`src/rtl/pipeline_pkg.sv`:
```
// rtl/pipeline_pkg.sv - shared ALU codes, operand-select encodings and bubble values
package pipeline_pkg;

    typedef enum logic [3:0] {
        ALU_ADD  = 4'd0,
        ALU_ADDU = 4'd1,
        ALU_SUB  = 4'd2,
        ALU_SUBU = 4'd3,
        ALU_AND  = 4'd4,
        ALU_OR   = 4'd5,
        ALU_XOR  = 4'd6,
        ALU_NOR  = 4'd7,
        ALU_SLL  = 4'd8,
        ALU_SRL  = 4'd9,
        ALU_SRA  = 4'd10,
        ALU_LUI  = 4'd11,
        ALU_SLTU = 4'd12,
        ALU_SLT  = 4'd13,
        ALU_COP0 = 4'd14
    } alu_op_e;

    localparam logic [1:0] ALU_SRC_RT   = 2'd0;
    localparam logic [1:0] ALU_SRC_SEXT = 2'd1;
    localparam logic [1:0] ALU_SRC_ZEXT = 2'd2;

    localparam int unsigned REG_ZERO = 0;

    localparam logic       BUBBLE_VALID  = 1'b0;
    localparam logic       BUBBLE_CTRL   = 1'b0;
    localparam logic [3:0] BUBBLE_ALU_OP = ALU_ADD;

endpackage

```
`src/rtl/operand_forward.sv`:
```
// rtl/operand_forward.sv - combinational EX/MEM > MEM/WB > register-data operand select
module operand_forward
    import pipeline_pkg::*;
#(
    parameter int XLEN  = 32,
    parameter int RADDR = 5
) (
    input  logic [RADDR-1:0] addr,
    input  logic [XLEN-1:0]  reg_data,
    input  logic             exmem_reg_write,
    input  logic [RADDR-1:0] exmem_dest,
    input  logic [XLEN-1:0]  exmem_result,
    input  logic             memwb_reg_write,
    input  logic [RADDR-1:0] memwb_dest,
    input  logic [XLEN-1:0]  memwb_result,
    output logic [XLEN-1:0]  value
);

    logic addr_nonzero;

    assign addr_nonzero = (addr != RADDR'(REG_ZERO));

    always_comb begin
        value = reg_data;
        if (addr_nonzero && exmem_reg_write && exmem_dest == addr) begin
            value = exmem_result;
        end else if (addr_nonzero && memwb_reg_write && memwb_dest == addr) begin
            value = memwb_result;
        end
    end

endmodule

```
`src/rtl/id_ex_stage.sv`:
```
// rtl/id_ex_stage.sv - ID/EX pipeline register with operand forwarding and load-use detection
module id_ex_stage
    import pipeline_pkg::*;
#(
    parameter int XLEN  = 32,
    parameter int RADDR = 5
) (
    input  logic             clk,
    input  logic             rst,
    input  logic             stall,
    input  logic             flush,
    input  logic             id_valid,
    input  logic [XLEN-1:0]  id_pc,
    input  logic [RADDR-1:0] id_rs_addr,
    input  logic [RADDR-1:0] id_rt_addr,
    input  logic             id_uses_rs,
    input  logic             id_uses_rt,
    input  logic [XLEN-1:0]  id_rs_data,
    input  logic [XLEN-1:0]  id_rt_data,
    input  logic [RADDR-1:0] id_dest,
    input  logic [15:0]      id_imm,
    input  logic [4:0]       id_shamt,
    input  logic [3:0]       id_alu_op,
    input  logic [1:0]       id_alu_src,
    input  logic             id_shift_imm,
    input  logic             id_reg_write,
    input  logic             id_mem_read,
    input  logic             id_mem_write,
    input  logic             exmem_reg_write,
    input  logic [RADDR-1:0] exmem_dest,
    input  logic [XLEN-1:0]  exmem_result,
    input  logic             memwb_reg_write,
    input  logic [RADDR-1:0] memwb_dest,
    input  logic [XLEN-1:0]  memwb_result,
    output logic [XLEN-1:0]  ex_alu_a,
    output logic [XLEN-1:0]  ex_alu_b,
    output logic [3:0]       ex_alu_op,
    output logic [XLEN-1:0]  ex_store_data,
    output logic [RADDR-1:0] ex_dest,
    output logic [XLEN-1:0]  ex_pc,
    output logic             ex_valid,
    output logic             ex_reg_write,
    output logic             ex_mem_read,
    output logic             ex_mem_write,
    output logic             load_use_hazard
);

    logic             valid_q, valid_d;
    logic [XLEN-1:0]  pc_q, pc_d;
    logic [RADDR-1:0] rs_addr_q, rs_addr_d;
    logic [RADDR-1:0] rt_addr_q, rt_addr_d;
    logic [XLEN-1:0]  rs_data_q, rs_data_d;
    logic [XLEN-1:0]  rt_data_q, rt_data_d;
    logic [RADDR-1:0] dest_q, dest_d;
    logic [15:0]      imm_q, imm_d;
    logic [4:0]       shamt_q, shamt_d;
    logic [3:0]       alu_op_q, alu_op_d;
    logic [1:0]       alu_src_q, alu_src_d;
    logic             shift_imm_q, shift_imm_d;
    logic             reg_write_q, reg_write_d;
    logic             mem_read_q, mem_read_d;
    logic             mem_write_q, mem_write_d;

    logic [XLEN-1:0]  fwd_rs, fwd_rt;
    logic             rs_match, rt_match;
    logic             wt_rs, wt_rt;

    // A load still in EX cannot supply its data until MEM, so a dependent ID instruction waits.
    assign rs_match = id_uses_rs && (id_rs_addr == dest_q);
    assign rt_match = id_uses_rt && (id_rt_addr == dest_q);
    assign load_use_hazard = valid_q && mem_read_q && (dest_q != RADDR'(REG_ZERO))
                             && (rs_match || rt_match) && id_valid;

    // The register file does not bypass its own write port, so catch the WB write on capture.
    assign wt_rs = memwb_reg_write && (memwb_dest != RADDR'(REG_ZERO)) && (memwb_dest == id_rs_addr);
    assign wt_rt = memwb_reg_write && (memwb_dest != RADDR'(REG_ZERO)) && (memwb_dest == id_rt_addr);

    always_comb begin
        valid_d     = valid_q;
        pc_d        = pc_q;
        rs_addr_d   = rs_addr_q;
        rt_addr_d   = rt_addr_q;
        rs_data_d   = rs_data_q;
        rt_data_d   = rt_data_q;
        dest_d      = dest_q;
        imm_d       = imm_q;
        shamt_d     = shamt_q;
        alu_op_d    = alu_op_q;
        alu_src_d   = alu_src_q;
        shift_imm_d = shift_imm_q;
        reg_write_d = reg_write_q;
        mem_read_d  = mem_read_q;
        mem_write_d = mem_write_q;
        if (flush || load_use_hazard) begin
            valid_d     = BUBBLE_VALID;
            pc_d        = '0;
            rs_addr_d   = RADDR'(REG_ZERO);
            rt_addr_d   = RADDR'(REG_ZERO);
            rs_data_d   = '0;
            rt_data_d   = '0;
            dest_d      = RADDR'(REG_ZERO);
            imm_d       = '0;
            shamt_d     = '0;
            alu_op_d    = BUBBLE_ALU_OP;
            alu_src_d   = ALU_SRC_RT;
            shift_imm_d = BUBBLE_CTRL;
            reg_write_d = BUBBLE_CTRL;
            mem_read_d  = BUBBLE_CTRL;
            mem_write_d = BUBBLE_CTRL;
        end else if (!stall) begin
            valid_d     = id_valid;
            pc_d        = id_pc;
            rs_addr_d   = id_rs_addr;
            rt_addr_d   = id_rt_addr;
            rs_data_d   = wt_rs ? memwb_result : id_rs_data;
            rt_data_d   = wt_rt ? memwb_result : id_rt_data;
            dest_d      = id_dest;
            imm_d       = id_imm;
            shamt_d     = id_shamt;
            alu_op_d    = id_alu_op;
            alu_src_d   = id_alu_src;
            shift_imm_d = id_shift_imm;
            reg_write_d = id_reg_write;
            mem_read_d  = id_mem_read;
            mem_write_d = id_mem_write;
        end
    end

    always_ff @(posedge clk or posedge rst) begin
        if (rst) begin
            valid_q     <= BUBBLE_VALID;
            pc_q        <= '0;
            rs_addr_q   <= RADDR'(REG_ZERO);
            rt_addr_q   <= RADDR'(REG_ZERO);
            rs_data_q   <= '0;
            rt_data_q   <= '0;
            dest_q      <= RADDR'(REG_ZERO);
            imm_q       <= '0;
            shamt_q     <= '0;
            alu_op_q    <= BUBBLE_ALU_OP;
            alu_src_q   <= ALU_SRC_RT;
            shift_imm_q <= BUBBLE_CTRL;
            reg_write_q <= BUBBLE_CTRL;
            mem_read_q  <= BUBBLE_CTRL;
            mem_write_q <= BUBBLE_CTRL;
        end else begin
            valid_q     <= valid_d;
            pc_q        <= pc_d;
            rs_addr_q   <= rs_addr_d;
            rt_addr_q   <= rt_addr_d;
            rs_data_q   <= rs_data_d;
            rt_data_q   <= rt_data_d;
            dest_q      <= dest_d;
            imm_q       <= imm_d;
            shamt_q     <= shamt_d;
            alu_op_q    <= alu_op_d;
            alu_src_q   <= alu_src_d;
            shift_imm_q <= shift_imm_d;
            reg_write_q <= reg_write_d;
            mem_read_q  <= mem_read_d;
            mem_write_q <= mem_write_d;
        end
    end

    operand_forward #(.XLEN(XLEN), .RADDR(RADDR)) u_fwd_rs (
        .addr            (rs_addr_q),
        .reg_data        (rs_data_q),
        .exmem_reg_write (exmem_reg_write),
        .exmem_dest      (exmem_dest),
        .exmem_result    (exmem_result),
        .memwb_reg_write (memwb_reg_write),
        .memwb_dest      (memwb_dest),
        .memwb_result    (memwb_result),
        .value           (fwd_rs)
    );

    operand_forward #(.XLEN(XLEN), .RADDR(RADDR)) u_fwd_rt (
        .addr            (rt_addr_q),
        .reg_data        (rt_data_q),
        .exmem_reg_write (exmem_reg_write),
        .exmem_dest      (exmem_dest),
        .exmem_result    (exmem_result),
        .memwb_reg_write (memwb_reg_write),
        .memwb_dest      (memwb_dest),
        .memwb_result    (memwb_result),
        .value           (fwd_rt)
    );

    always_comb begin
        ex_alu_a = shift_imm_q ? {{(XLEN-5){1'b0}}, shamt_q} : fwd_rs;
        case (alu_src_q)
            ALU_SRC_SEXT: ex_alu_b = {{(XLEN-16){imm_q[15]}}, imm_q};
            ALU_SRC_ZEXT: ex_alu_b = {{(XLEN-16){1'b0}}, imm_q};
            default:      ex_alu_b = fwd_rt;
        endcase
    end

    assign ex_alu_op     = alu_op_q;
    assign ex_store_data = fwd_rt;
    assign ex_dest       = dest_q;
    assign ex_pc         = pc_q;
    assign ex_valid      = valid_q;
    assign ex_reg_write  = reg_write_q;
    assign ex_mem_read   = mem_read_q;
    assign ex_mem_write  = mem_write_q;

endmodule

```
`config.mk`:
```
export PLATFORM = sky130hd
export DESIGN_NAME = id_ex_stage
export DESIGN_NICKNAME = d
export VERILOG_FILES = /design/src/rtl/pipeline_pkg.sv /design/src/rtl/operand_forward.sv /design/src/rtl/id_ex_stage.sv
export SDC_FILE = /design/constraint.sdc
export NUM_CORES = 1
export LEC_CHECK = 0
export CAP_MARGIN = 5
export CORE_MARGIN = 4
export CORE_UTILIZATION = 30
export CTS_BUF_LIST = sky130_fd_sc_hd__clkbuf_8
export CTS_CLUSTER_SIZE = 24
export DETAILED_ROUTE_END_ITERATION = 16
export GPL_TIMING_DRIVEN = 0
export HOLD_SLACK_MARGIN = 0.08
export PLACE_DENSITY = 0.71
export SLEW_MARGIN = 10
export SYNTH_ARGS = -nofsm -noshare
export SYNTH_HDL_FRONTEND = slang
export SYNTH_SLANG_ARGS = --single-unit
```
`constraint.sdc`:
```
create_clock -name clk -period 5.4 [get_ports clk]
set_input_delay 0.81 -clock clk [delete_from_list [all_inputs] [get_ports clk]]
set_output_delay 0.81 -clock clk [all_outputs]
set_load 0.05 [all_outputs]
```
==> impl_results.md <==
- Synth top area cells: dfrtp_1 39%, mux2i_1 16%, nor2_1 6.0%, nand2_1 5.6%, a31oi_1 5.5%
- Die height: between 150 and 200 µm
- Post-DP Area: 0.01325 mm²
- Post-Synth Simple-Gate Area: 0.2202
- Crit-path cells: clkdlybuf4s50_1, xnor2_1, nand3_1, nor3_2, clkbuf_1, a32oi_1, o21ai_0, clkdlybuf4s50_1
- Clk slew on worst S/H paths: about 0.09 ns
- Die width: roughly 180 µm
- Mux contribution to synthesized area: 0.1569
- RSZ-0062 raised after global routing: false
- Antenna Violating Nets Remaining: 0
- Clk root buf: clkbuf_8
- Adder-Cell Fraction of Synth Area: 0.002743
- Slowest cell delay on critical path: 0.85 ns
- Synth top area share: 0.3923
- Status: complete, no violations
- Largest family of logic cells by synthesized area: simple AND/OR/NAND/NOR gates
- GRT Total Usage: 0.2481
- NumNets Final: approximately 1600
- Hold_buf cts: 0
- Register Area: 0.003578 mm²
- Drt via density: 5.317
- Max cap viols: 0
- Fin crit share: 0.9378
- Rel. slew slack: 0.2999
- Initial core utilization: 0.3061
- N_diodes: 0
- Via Count: about 9600
- First-pass GRT wire length: 62.67 mm
- I/O pin count: ~370
- RePlAce Congestion: 0.9169
- GRT overflow: 0
- Clock buffer count from CTS: 17
- Final Skew: 0.01347 ns
- Final std cells w/o fill: approximately 1800
- Power Density: 230.6 mW/mm²
- Cell Area, Synth: just over 0.009 mm²
- R2r startpoint: ex_dest[4]
- Hold WS: 0.5310 ns
- CTS sink count: around 140
- Setup-failing EPs final: 0
- VDD IR max: roughly 0.12 mV
- Synthesized flop and latch total: 143
- Post_cts resized: 0
- Cell mode on critical path: clkdlybuf4s50_1
- Final Hold Viols: 0
- Largest net degree at the start of global routing: 74
- Mean Syn Cell Area: just under 9 µm²
- Reg2reg path depth: 8
- Vias in the first global route: about 10000
- Final Power: between 0.003 and 0.004 W
- Core Area: 0.02980 mm²
- CP Data Arrival Time: between 4 and 5 ns
- Commonest non-fill, non-tap cells in the layout: 360 x clkdlybuf4s50_1, 145 x nor2_1, 143 x mux2i_1, 143 x dfrtp_1, 136 x nand2_1
- Critical Path Fanout Max: 10
- Most common cell after layout, fill and taps aside: clkdlybuf4s50_1
- DP Cell Count: approximately 1800
- Final wirelength: 42.50 mm
- Fmax: ~0.20 GHz
- Postcts setup bufs: 0
- Maximum buffer depth of the clock tree: 2
- HP Class: register to register
- LEAKAGE: around 5.4 nW
- Hold path cells: 2
- Area delta synth->final: 50.00%
- Pre-antenna DRT Iters: 6
- Routed wire per std cell: around 23 µm
- Synth Area in Compound Gates: 0.1388
- Worst setup path class: input pin to output port
- CTS H-Tree Depth: 4
- Worst Max-Slew Pin Slew: between 1 and 1.5 ns
- Worst R2R End: imm_q[12]
- Die ar.: 0.03326 mm²
- Synth unique cells: 37
- Synth warn: 0
- Post-synthesis sequential area ratio: 0.3923
- Hold Path Origin: ex_pc[1]
- TritonCTS clock tree: done
- Synth Area in XOR/XNOR: 0.03649
- Post-route DRC violation count: 0
- Hold Path Sink: ex_pc[1]
- Synth area leader: dfrtp_1
- Area occupied by multi-input gates: a little over 0.005 mm²
- CP max stage cell: clkdlybuf4s50_1
- CP Data Required Time: around 4.6 ns
- Post-Syn Nets: around 1300
- Max-slew violation count: 0
- Clk_lat worst skew: about 0.45 ns
- Fraction of layout cells with a size suffix above 1: 0.06395
- Crit path capture type: output port
- # rows: 63
- Setup crit start kind: input pin
- Final min period: roughly 5.1 ns
- Synth Instances: around 1000
- Port bufs: 360
- Worst R2R Setup Slack: ~2.6 ns
- Detail Placement HPWL: 32.55 mm
- Fillers: just under 3000
- Initial drt markers: around 800
- Finished layout cell area: 0.01368 mm²
- Antenna violations before repair: 2
## cells by family after synthesis
kind of cell | count (synthesis)
simple gates | 403
compound gates | 198
mux | 143
flops | 143
buf+inv | 103
xor+xnor | 38
fa+ha+maj | 2
## layer usage
layer / up-vias / wire [µm] / GRT usage
li1: 4392 / - / -
met5: - / 28 / 0
met2: 507 / 20420 / 0.4207
met4: 4 / 1073 / 0.07115
met1: 4665 / 17210 / 0.3051
met3: 71 / 3768 / 0.07654
## flip-flops by register name, summed over array words and instances (netlist names), 2 cells and up
| signal | flops |
|---|---|
| alu_src_q | 2 |
| ex_alu_op | 4 |
| ex_dest | 5 |
| ex_pc | 32 |
| imm_q | 16 |
| rs_addr_q | 5 |
| rs_data_q | 32 |
| rt_addr_q | 5 |
| rt_data_q | 32 |
| shamt_q | 5 |
## final cells by class
cell class                      instances  area share
Clock inverter                         14     0.01326
Sequential cell                       143      0.2615
Buffer                                 95     0.03283
Multi-Input combinational cell        784      0.3705
Clock buffer                           18     0.01811
Tap cell                              390     0.03567
Timing Repair Buffer                  361      0.2654
Inverter                                8    0.002743
## cells in the mapped netlist
master and instances:
nor4_1 2, nor3_1 6, and2_0 1, inv_1 8, and2_1 1, xor2_1 12, nor2_1 145, or3b_2 14
or4_1 3, or3b_1 50, o21bai_1 1, o2111ai_1 1, buf_1 3, o21ai_4 1, nand2_1 136, a31oi_1 80
mux2i_1 143, nor2b_1 33, xnor2_1 26, nand4_1 2, nor3_2 1, buf_4 1, or4_4 1, dfrtp_1 143
a211oi_2 1, or3_1 2, a32oi_1 17, clkbuf_1 55, o21ai_0 32, nor4_4 2, buf_2 29, a211oi_1 27
a221oi_1 5, buf_6 7, nand3_1 4, ha_1 2, a21oi_1 33
## critical path: cells and delay by family
kind                      cells  cell delay, ns
buffers and inverters         3            2.11
and+or+nand+nor               2            0.81
AOI/OAI and AO/OA             2            0.37
xor gates and xnor gates      1            0.14
## power by group
| group | leakage [nW] | switching, W | total [W] | internal, W |
|---|---|---|---|---|
| clock network | 0.214 | 0.000490 | 0.000970 | 0.000480 |
| registers | 1.90 | 0.0000446 | 0.00117 | 0.00113 |
| logic | 3.28 | 0.000606 | 0.00101 | 0.000405 |
## how the worst max path moves through the flow
stage	from	end	slack, ns	cells after the start
global placement	rst	rt_data_q[6]	-1.54	2
detailed placement	exmem_dest[4]	ex_alu_b[14]	0.37	8
floorplan	rst	alu_src_q[0]	0.75	1
finish	exmem_dest[4]	ex_alu_b[14]	0.34	8
CTS	exmem_dest[4]	ex_alu_b[14]	0.35	8
global route	exmem_dest[4]	ex_alu_b[23]	0.21	8
## metrics by stage
stage               setup slack, ns  TNS (ns)    util
floorplan                    0.7521         0       -
global placement             -1.540   -218.17  0.4434
detailed placement           0.3684         0  0.4448
CTS                          0.3497         0  0.4592
global route                 0.2106         0  0.4592
finish                       0.3358         0  0.4592
Note: power is estimated with default switching activity, not from simulation.
